===== src/rtl/fill_dispatcher.sv =====
// fill_dispatcher: turns exchange fill reports into execute-order pulses for
// the inventory tracker. Fills are buffered in a FIFO, popped into a lookup
// stage (P), checked against the outstanding quoted quantity per
// {stock, side}, and loaded into an issue register (I) that emits a one-cycle
// pulse whenever the inventory block is not being read.
// Optional feature macro: FILL_DISPATCH_OVERFILL_CLIP_EN
//   defined   : applied quantity is clipped to the outstanding amount and
//               o_overfill pulses on fills larger than the outstanding amount.
//   undefined : applied quantity is the raw fill, table write-back saturates
//               at 0, o_overfill is held low.
module fill_dispatcher #(
  parameter int DATA_WIDTH = 32,
  parameter int NUM_STOCKS = 4,
  parameter int FIFO_DEPTH = 8
) (
  input  logic                          i_clk,
  input  logic                          i_reset_n,
  input  logic                          i_fill_valid,
  output logic                          o_fill_ready,
  input  logic [$clog2(NUM_STOCKS)-1:0] i_fill_stock_id,
  input  logic                          i_fill_side,
  input  logic [DATA_WIDTH-1:0]         i_fill_quantity,
  input  logic                          i_quote_valid,
  input  logic [$clog2(NUM_STOCKS)-1:0] i_quote_stock_id,
  input  logic                          i_quote_side,
  input  logic [DATA_WIDTH-1:0]         i_quote_quantity,
  input  logic                          i_inv_ren,
  output logic                          o_execute_order,
  output logic                          o_execute_order_side,
  output logic [DATA_WIDTH-1:0]         o_execute_order_quantity,
  output logic [$clog2(NUM_STOCKS)-1:0] o_stock_id,
  output logic                          o_overfill,
  output logic [$clog2(FIFO_DEPTH):0]   o_fifo_count
);
  localparam int SW = $clog2(NUM_STOCKS);
  localparam int PW = $clog2(FIFO_DEPTH);
  localparam int CW = PW + 1;
  localparam int NE = NUM_STOCKS * 2;

  typedef struct packed {
    logic [SW-1:0]         stock;
    logic                  side;
    logic [DATA_WIDTH-1:0] qty;
  } fill_t;

  // FIFO storage and control
  fill_t          mem [FIFO_DEPTH];
  logic [PW-1:0]  wr_ptr, rd_ptr;
  logic [CW-1:0]  count;
  logic           full, empty, push, pop, rdy_en;

  // pipeline registers
  logic           p_valid, iss_valid;
  fill_t          p_fill, iss_fill;

  // outstanding table and I-stage arithmetic
  logic [DATA_WIDTH-1:0] tbl [NE];
  logic [SW:0]           rd_idx, q_idx;
  logic [DATA_WIDTH-1:0] outstanding, applied, remaining;
  logic                  over, ovf, i_adv, emit;

  // last emitted fields, held while no pulse is presented
  fill_t          last_fill;
  logic           ovf_q;

  assign full         = (count == CW'(FIFO_DEPTH));
  assign empty        = (count == '0);
  assign o_fill_ready = rdy_en & i_reset_n & ~full;
  assign push         = i_fill_valid & o_fill_ready;
  assign emit         = iss_valid & ~i_inv_ren & i_reset_n;
  assign i_adv        = p_valid & (~iss_valid | emit);
  assign pop          = ~empty & (~p_valid | i_adv);
  assign rd_idx       = {p_fill.stock, p_fill.side};
  assign q_idx        = {i_quote_stock_id, i_quote_side};
  assign o_fifo_count = count;

  // ready is withheld for the first cycle after reset releases
  always_ff @(posedge i_clk) begin
    if (!i_reset_n) rdy_en <= 1'b0;
    else            rdy_en <= 1'b1;
  end

  // FIFO payload write (data needs no reset)
  always_ff @(posedge i_clk) begin
    if (push) mem[wr_ptr] <= '{stock: i_fill_stock_id, side: i_fill_side, qty: i_fill_quantity};
  end

  // FIFO pointers and occupancy; pointers wrap naturally at power-of-two depth
  always_ff @(posedge i_clk) begin
    if (!i_reset_n) begin
      wr_ptr <= '0;
      rd_ptr <= '0;
      count  <= '0;
    end else begin
      if (push) wr_ptr <= wr_ptr + PW'(1);
      if (pop)  rd_ptr <= rd_ptr + PW'(1);
      case ({push, pop})
        2'b10:   count <= count + CW'(1);
        2'b01:   count <= count - CW'(1);
        default: count <= count;
      endcase
    end
  end

  // P stage: FIFO head moves in whenever P is empty or handing off to I
  always_ff @(posedge i_clk) begin
    if (!i_reset_n) begin
      p_valid <= 1'b0;
      p_fill  <= '0;
    end else if (pop) begin
      p_valid <= 1'b1;
      p_fill  <= mem[rd_ptr];
    end else if (i_adv) begin
      p_valid <= 1'b0;
    end
  end

  // I stage arithmetic on the pre-write table value
  always_comb begin
    outstanding = tbl[rd_idx];
    over        = p_fill.qty > outstanding;
    applied     = p_fill.qty;
    remaining   = '0;
    ovf         = 1'b0;
`ifdef FILL_DISPATCH_OVERFILL_CLIP_EN
    applied   = over ? outstanding : p_fill.qty;
    remaining = outstanding - applied;
    ovf       = over;
`else
    remaining = over ? '0 : (outstanding - p_fill.qty);
`endif
  end

  // issue register: loads non-zero results, clears once emitted
  always_ff @(posedge i_clk) begin
    if (!i_reset_n) begin
      iss_valid <= 1'b0;
      iss_fill  <= '0;
    end else if (i_adv) begin
      iss_valid <= (applied != '0);
      if (applied != '0) iss_fill <= '{stock: p_fill.stock, side: p_fill.side, qty: applied};
    end else if (emit) begin
      iss_valid <= 1'b0;
    end
  end

  // overfill flag becomes visible alongside the issue register
  always_ff @(posedge i_clk) begin
    if (!i_reset_n) ovf_q <= 1'b0;
    else            ovf_q <= i_adv & ovf;
  end

  // outstanding table: quote write is ordered last so it wins a collision
  always_ff @(posedge i_clk) begin
    if (!i_reset_n) begin
      for (int e = 0; e < NE; e++) tbl[e] <= '0;
    end else begin
      if (i_adv)         tbl[rd_idx] <= remaining;
      if (i_quote_valid) tbl[q_idx]  <= i_quote_quantity;
    end
  end

  // remember the fields of the last pulse so outputs hold between pulses
  always_ff @(posedge i_clk) begin
    if (!i_reset_n)  last_fill <= '0;
    else if (emit)   last_fill <= iss_fill;
  end

  assign o_execute_order          = emit;
  assign o_stock_id               = emit ? iss_fill.stock : last_fill.stock;
  assign o_execute_order_side     = emit ? iss_fill.side  : last_fill.side;
  assign o_execute_order_quantity = emit ? iss_fill.qty   : last_fill.qty;
  assign o_overfill               = ovf_q;

endmodule


===== config.mk =====
export PLATFORM = sky130hd
export DESIGN_NAME = fill_dispatcher
export DESIGN_NICKNAME = d
export VERILOG_FILES = /design/src/rtl/fill_dispatcher.sv
export SDC_FILE = /design/constraint.sdc
export NUM_CORES = 1
export LEC_CHECK = 0
export BUFFER_PORTS_ARGS = -buffer_cell sky130_fd_sc_hd__buf_2
export CORE_MARGIN = 2
export CORE_UTILIZATION = 54
export DETAILED_ROUTE_END_ITERATION = 7
export MAX_ROUTING_LAYER = met4
export PLACE_DENSITY = 0.73
export SLEW_MARGIN = 10
export SYNTH_ARGS = -nofsm -noshare
export SYNTH_HDL_FRONTEND = slang
export SYNTH_SLANG_ARGS = --single-unit

===== constraint.sdc =====
create_clock -name i_clk -period 6.7 [get_ports i_clk]
set_input_delay 0.67 -clock i_clk [delete_from_list [all_inputs] [get_ports i_clk]]
set_output_delay 0.67 -clock i_clk [all_outputs]
set_load 0.01 [all_outputs]

==> results of run 1 <==
[cells by family (layout without fill, tap and decap cells)]
kind of cell             Yosys count  count (layout)  share of synthesized area
buffers and inverters             59             170                    0.02014
flip-flops                       398             398                     0.7135
XOR/XNOR                           6               6                   0.003482
adder cells (fa/ha/maj)            5               5                   0.004144
AND/OR/NAND/NOR                  150             150                    0.04816
multiplexers                     179             179                     0.1796
AO/OA/AOI/OAI                     84              84                    0.03075
other                              1               6                  0.0002484
[cells in the mapped netlist]
| master | number |
|---|---|
| conb_1 | 1 |
| mux2_2 | 35 |
| xor2_1 | 3 |
| buf_1 | 5 |
| nand4_1 | 2 |
| o21ai_0 | 36 |
| nor4bb_1 | 1 |
| o21a_1 | 1 |
| inv_1 | 4 |
| buf_2 | 12 |
| a211oi_2 | 1 |
| clkbuf_2 | 3 |
| nor2_1 | 11 |
| edfxtp_1 | 280 |
| nand3_1 | 2 |
| buf_6 | 5 |
| nor4_2 | 1 |
| ha_1 | 5 |
| o211a_1 | 1 |
| mux2i_1 | 74 |
| nor3_1 | 5 |
| nor2b_1 | 1 |
| mux4_2 | 70 |
| a311oi_2 | 1 |
| a21o_1 | 1 |
| buf_4 | 3 |
| clkinv_1 | 1 |
| a31oi_4 | 1 |
| buf_8 | 1 |
| o21ai_1 | 2 |
| a21oi_1 | 40 |
| nor4_1 | 9 |
| and2_1 | 36 |
| xnor2_1 | 3 |
| nand2_1 | 77 |
| dfxtp_1 | 118 |
| nor4b_1 | 1 |
| nand3b_2 | 1 |
| or3_1 | 1 |
| nand2b_1 | 2 |
| clkbuf_1 | 24 |
| clkbuf_4 | 1 |
[cell type report]
class	count	area [sq um]	area share
Sequential cell	398	10780	0.6316
Multi-Input combinational cell	425	4070	0.2385
Clock buffer	54	1095	0.06416
Timing Repair Buffer	93	503.0	0.02948
Tap cell	378	473.0	0.02772
Clock inverter	18	113.9	0.006673
Inverter	5	18.77	0.001100
Antenna cell	5	12.51	0.0007333
[sequential cells by signal, indices dropped and copies added (netlist names)]
| signal | count |
|---|---|
| applied | 32 |
| iss_fill | 35 |
| iss_valid | 1 |
| last_fill | 35 |
| mem | 280 |
| o_fifo_count | 4 |
| p_fill | 3 |
| p_valid | 1 |
| rd_ptr | 3 |
| rdy_en | 1 |
| wr_ptr | 3 |
[metal layers]
metal	part of all wire	up-vias
met5	0	-
met4	0.020	0
met3	0.059	41
met2	0.47	175
met1	0.46	3806
li1	-	3545
[report_power, final]
group          leakage, uW  total [uW]  internal (uW)  switching, uW
combinational      0.00170        1170            575            592
sequential         0.00349        3010           2790            220
clock             0.000594        2060           1180            872
[stage by stage]
step,utilization,total power [uW],hold slack (ns),cell area (sq um),cells
after global placement,0.5734,4216,0.4442,15840,1299
after floorplan,-,3943,0.4322,15100,882
after detailed placement,0.5734,4235,0.4462,15840,1299
final,0.6176,6238,0.4191,17060,1376
after global routing,0.6175,6518,0.4158,17060,1375
after CTS,0.6171,6292,0.3933,17050,1371
[path summary, 6_finish.rpt]
check / slack (ns) / endpoint / start / cells past startpoint
setup / recovery: 3.41 / o_fifo_count[2] / iss_valid / 9
hold / removal: 0.42 / mem[6][12] / i_fill_quantity[12] / 1
setup reg to reg: 3.41 / o_fifo_count[2] / iss_valid / 9
hold reg to reg: 0.46 / iss_fill[17] / iss_fill[17] / 2
==> impl_metrics.yaml, run 1 <==
sta:
  maxSlewViolCount: 0
  finClkSkew_ns: 0.01127
  setup_viol: 0
  rsz0062_at_grt: "no"
  tns_ns: 0
  setup_slack_ns: 3.407
  worst-slew-pin-transition_ns: 1.059
  fin_crit_ns: 3.293
  relSlewSlack: 0.2899
  fin_crit_sh: 0.4915
  timing.fmax_mhz: 303.7
  hold_viol: 0
yosys:
  synth_top_area_frac: 0.5570
  synth_nets: 962
  netlist_area_sq_mm: 0.01510
  synth.ff_latch_count: 398
  synth_cell_types: 42
  syn_inst: 882
  avgSynthCellArea_sq_um: 17.12
  synth_top_area_cell: "edfxtp_1"
  yosysWarnings: 0
  ys_top_cells_by_area: "edfxtp_1 56%, dfxtp_1 16%, mux4_2 10%"
  ys_seq_area_frac: 0.7135
detailed_routing:
  wire_per_inst_um: 20.06
  num_vias: 7567
  ant_nets: 0
  viasPerCell: 5.499
  drtIter0Drc: 592
  drtPass1Iterations: 5
  drt_wl_total_um: 27600
  drc_errors: 0
global_route:
  grt_first_pass_wirelength_um: 42440
  antenna_found_initial: 4
  grt.met1_usage: 0.2724
  grt_busiest_layer: "met2"
  grt_max_degree: 123
  grt.total_usage: 0.1984
  use_met3: 0.03797
  grt_pass1_vias: 7597
  grt_overflow: 0
  grtUsageMet2: 0.3084
placed_design:
  portBuffers: 79
  hpwl_um: 15150
  gp_congestion: 0.7395
  pre_cts_slack_ns: 2.906
setup_path:
  max_stage_delay_ns: 0.80
  cp.arrival_ns: 3.73
  path_delay_family: "simple AND/OR/NAND/NOR gates"
  cp.buffers_inverters: 0
  crit_path_end_kind: "flip-flop"
  critPathSlowestCell: "nand3b_2"
  cp-start-kind: "flip-flop"
  crit_type: "flip-flop to flip-flop"
  crit_fanout: 39
  worstPathRequired_ns: 7.14
  path_cells: "nand3b_2, a31oi_4, ha_1, xor2_1, ha_1, a21oi_1, xor2_1, or3_1, a21oi_1"
cells_and_area:
  syn_to_final_growth_pct: 13.03
  drive_gt1_frac: 0.2729
  layout_commonest_cell: "edfxtp_1"
  final_cell_mix: "280 x edfxtp_1, 115 x dfxtp_1, 78 x buf_2, 77 x nand2_1, 74 x mux2i_1"
  layout.nets: 1043
  nFillCells: 2024
floorplanning:
  die_area_sq_mm: 0.02931
  placementRows: 61
  die_w_um: 171.2
  ioPinCount: 117
  start_util: 0.5464
  fp.dieH_um: 171.2
  core_area_sq_mm: 0.02763
clocking:
  clkLatencyLatePin_ns: 0.52
  cts_resized: 0
  cts_buffers: 40
  hold_buffers: 0
  cts_num_sinks: 398
  tritoncts: "done"
  root_buffer: "clkbuf_16"
  htree_levels: 2
  post_cts_buffers: 0
  clock_path_buffers: 3
  clkTransAtPathRegs_ns: 0.06
worst_hold_path:
  hold_path_class: "input port to flip-flop"
power_and_ir_drop:
  leakage_uw: 0.005786
  peakVddDrop_mv: 0.1902
  powerDensity_mw_per_mm2: 365.6
flow_run:
  maxCapViolations: 0
status:
  status: "complete, no violations"
No activity file was read; power rests on OpenSTA's default activity.
==> inputs of run 2 (changes only) <==
- clock period: 6.7 -> 3.2 ns (I/O delays scaled with it)
==> run 2 against run 1 <==
Against the previous run:
- final cell count is 0.51% higher
- highest routed layer unchanged
- critical path depth is 1 higher
- fmax is 20% higher
- hold slack worse by 0.36 ns
==> impl_metrics.yaml, run 2 (same netlist as run 1, synthesis figures left out) <==
worst_hold_path:
  holdPathEnd: "mem[0][29]"
  hold_depth: 1
  hold_start: "i_fill_quantity[29]"
  hold_path_class: "input port to flip-flop"
sta:
  rsz0062_at_grt: "no"
  worst-slew-pin-transition_ns: 0.6616
  setup_slack_ns: 0.4666
  setup_viol: 0
  relSlewSlack: 0.5589
  maxSlewViolCount: 0
  timing.fmax_mhz: 365.8
  tns_ns: 0
  hold_viol: 0
  fin_crit_ns: 2.733
  fin_crit_sh: 0.8542
  finClkSkew_ns: 0.01489
setup_path:
  reg2reg_depth: 10
  r2r-start: "o_fifo_count[1]"
  crit_type: "flip-flop to flip-flop"
  worstPathRequired_ns: 3.65
  rrSetupSlack_ns: 0.47
  cp.arrival_ns: 3.18
  crit_fanout: 9
  crit_path_end_kind: "flip-flop"
  timing.rr.end: "o_fifo_count[2]"
  cp-start-kind: "flip-flop"
floorplanning:
  ioPinCount: 117
  placementRows: 61
  start_util: 0.5464
  core_area_sq_mm: 0.02763
  die_area_sq_mm: 0.02931
  die_w_um: 171.2
  fp.dieH_um: 171.2
cells_and_area:
  final_cells: 1383
  final_cell_mix: "280 x edfxtp_1, 115 x dfxtp_1, 78 x buf_2, 77 x nand2_1, 74 x mux2i_1"
  syn_to_final_growth_pct: 14.03
  reg_top3: "mem: 280 flops, iss_fill: 35 flops, last_fill: 35 flops"
  nFillCells: 2037
  finalInstanceArea_sq_mm: 0.01721
  seqCellArea_sq_mm: 0.01078
  fin_util: 0.6230
  layout_commonest_cell: "edfxtp_1"
  drive_gt1_frac: 0.2837
  largest_reg_flops: 280
  layout.nets: 1050
  multi_input_area_sq_mm: 0.004085
  largest-register: "mem"
detailed_routing:
  num_vias: 7652
  drtPass1Iterations: 5
  drt_wl_total_um: 28040
  drtIter0Drc: 484
  viasPerCell: 5.533
  wire_per_inst_um: 20.28
  ant_nets: 0
  drc_errors: 0
global_route:
  antenna_found_initial: 4
  grt_overflow: 0
  grt_pass1_vias: 7484
  grt_max_degree: 82
  grt_first_pass_wirelength_um: 43110
  grt.total_usage: 0.2024
placed_design:
  hpwl_um: 16090
  gp_congestion: 0.7259
  dp_cells: 1306
  pre_cts_slack_ns: 0.4579
  portBuffers: 79
  placed_cell_area_sq_mm: 0.01596
clocking:
  cts_num_sinks: 398
  htree_levels: 2
  post_cts_buffers: 0
  tritoncts: "done"
  hold_buffers: 0
  cts_resized: 0
  clkTransAtPathRegs_ns: 0.06
  root_buffer: "clkbuf_16"
  clock_path_buffers: 3
  clkLatencyLatePin_ns: 0.52
  cts_buffers: 40
power_and_ir_drop:
  power_frac_comb: 0.198
  powerDensity_mw_per_mm2: 768.7
  switchingPower_uw: 3603
  peakVddDrop_mv: 0.5148
  seqPwrFrac: 0.471
  p_int_uw: 9630
  leakage_uw: 0.005844
  switching_share: 0.2723
  pwr-share-clk: 0.331
flow_run:
  maxCapViolations: 0
status:
  status: "complete, no violations"
[run 2: worst max path at each step]
| stage | start | to | cells after the start |
|---|---|---|---|
| 2_1_floorplan | o_fifo_count[1] | mem[2][0] | 5 |
| 3_3_place_gp | o_fifo_count[1] | o_fifo_count[2] | 10 |
| 3_5_place_dp | o_fifo_count[1] | o_fifo_count[2] | 10 |
| 4_1_cts | o_fifo_count[1] | o_fifo_count[2] | 10 |
| 5_1_grt | o_fifo_count[1] | o_fifo_count[2] | 10 |
| 6_report | o_fifo_count[1] | o_fifo_count[2] | 10 |
[run 2: layout make-up]
| class | count | area share |
|---|---|---|
| sequential | 398 | 0.6260 |
| multi-input combinational | 425 | 0.2373 |
| clock buffer | 52 | 0.06374 |
| timing repair buffer | 100 | 0.03518 |
| tap | 378 | 0.02747 |
| clock inverter | 21 | 0.008577 |
| inverter | 5 | 0.001090 |
| antenna | 4 | 0.0005815 |
[run 2: metrics by stage]
stage / total power, uW / hold WS, ns
after global placement: 8916 / 0.4443
after detailed placement: 8966 / 0.4462
after CTS: 13380 / 0.04393
final: 13230 / 0.06195
after global routing: 13850 / 0.06259
after floorplan: 8255 / 0.3477
[run 2: routing by layer]
layer  wire length (um)  track usage  vias up  part of all wire
met5                  0            -        -                 0
met4                549      0.05380        0             0.020
met3               1631      0.04188       48             0.058
met2              13240       0.3121      188              0.47
met1              12620       0.2791     3842              0.45
li1                   -            -     3574                 -
[run 2: critical path, stage by stage, from the launching register on]
cell,delay [ns]
dfxtp_1,0.48
nor3_1,0.12
a211oi_2,0.44
inv_1,0.26
ha_1,0.33
xor2_1,0.17
ha_1,0.18
a21oi_1,0.14
xor2_1,0.09
or3_1,0.31
a21oi_1,0.13
[run 2: power groups by stage]
stage / logic, uW / registers, uW / clock network [uW]
5_1_grt: 2870 / 6290 / 4680
2_1_floorplan: 2140 / 6120 / 0
3_3_place_gp: 2580 / 6340 / 0
3_5_place_dp: 2620 / 6350 / 0
6_report: 2620 / 6230 / 4380
4_1_cts: 2640 / 6240 / 4490
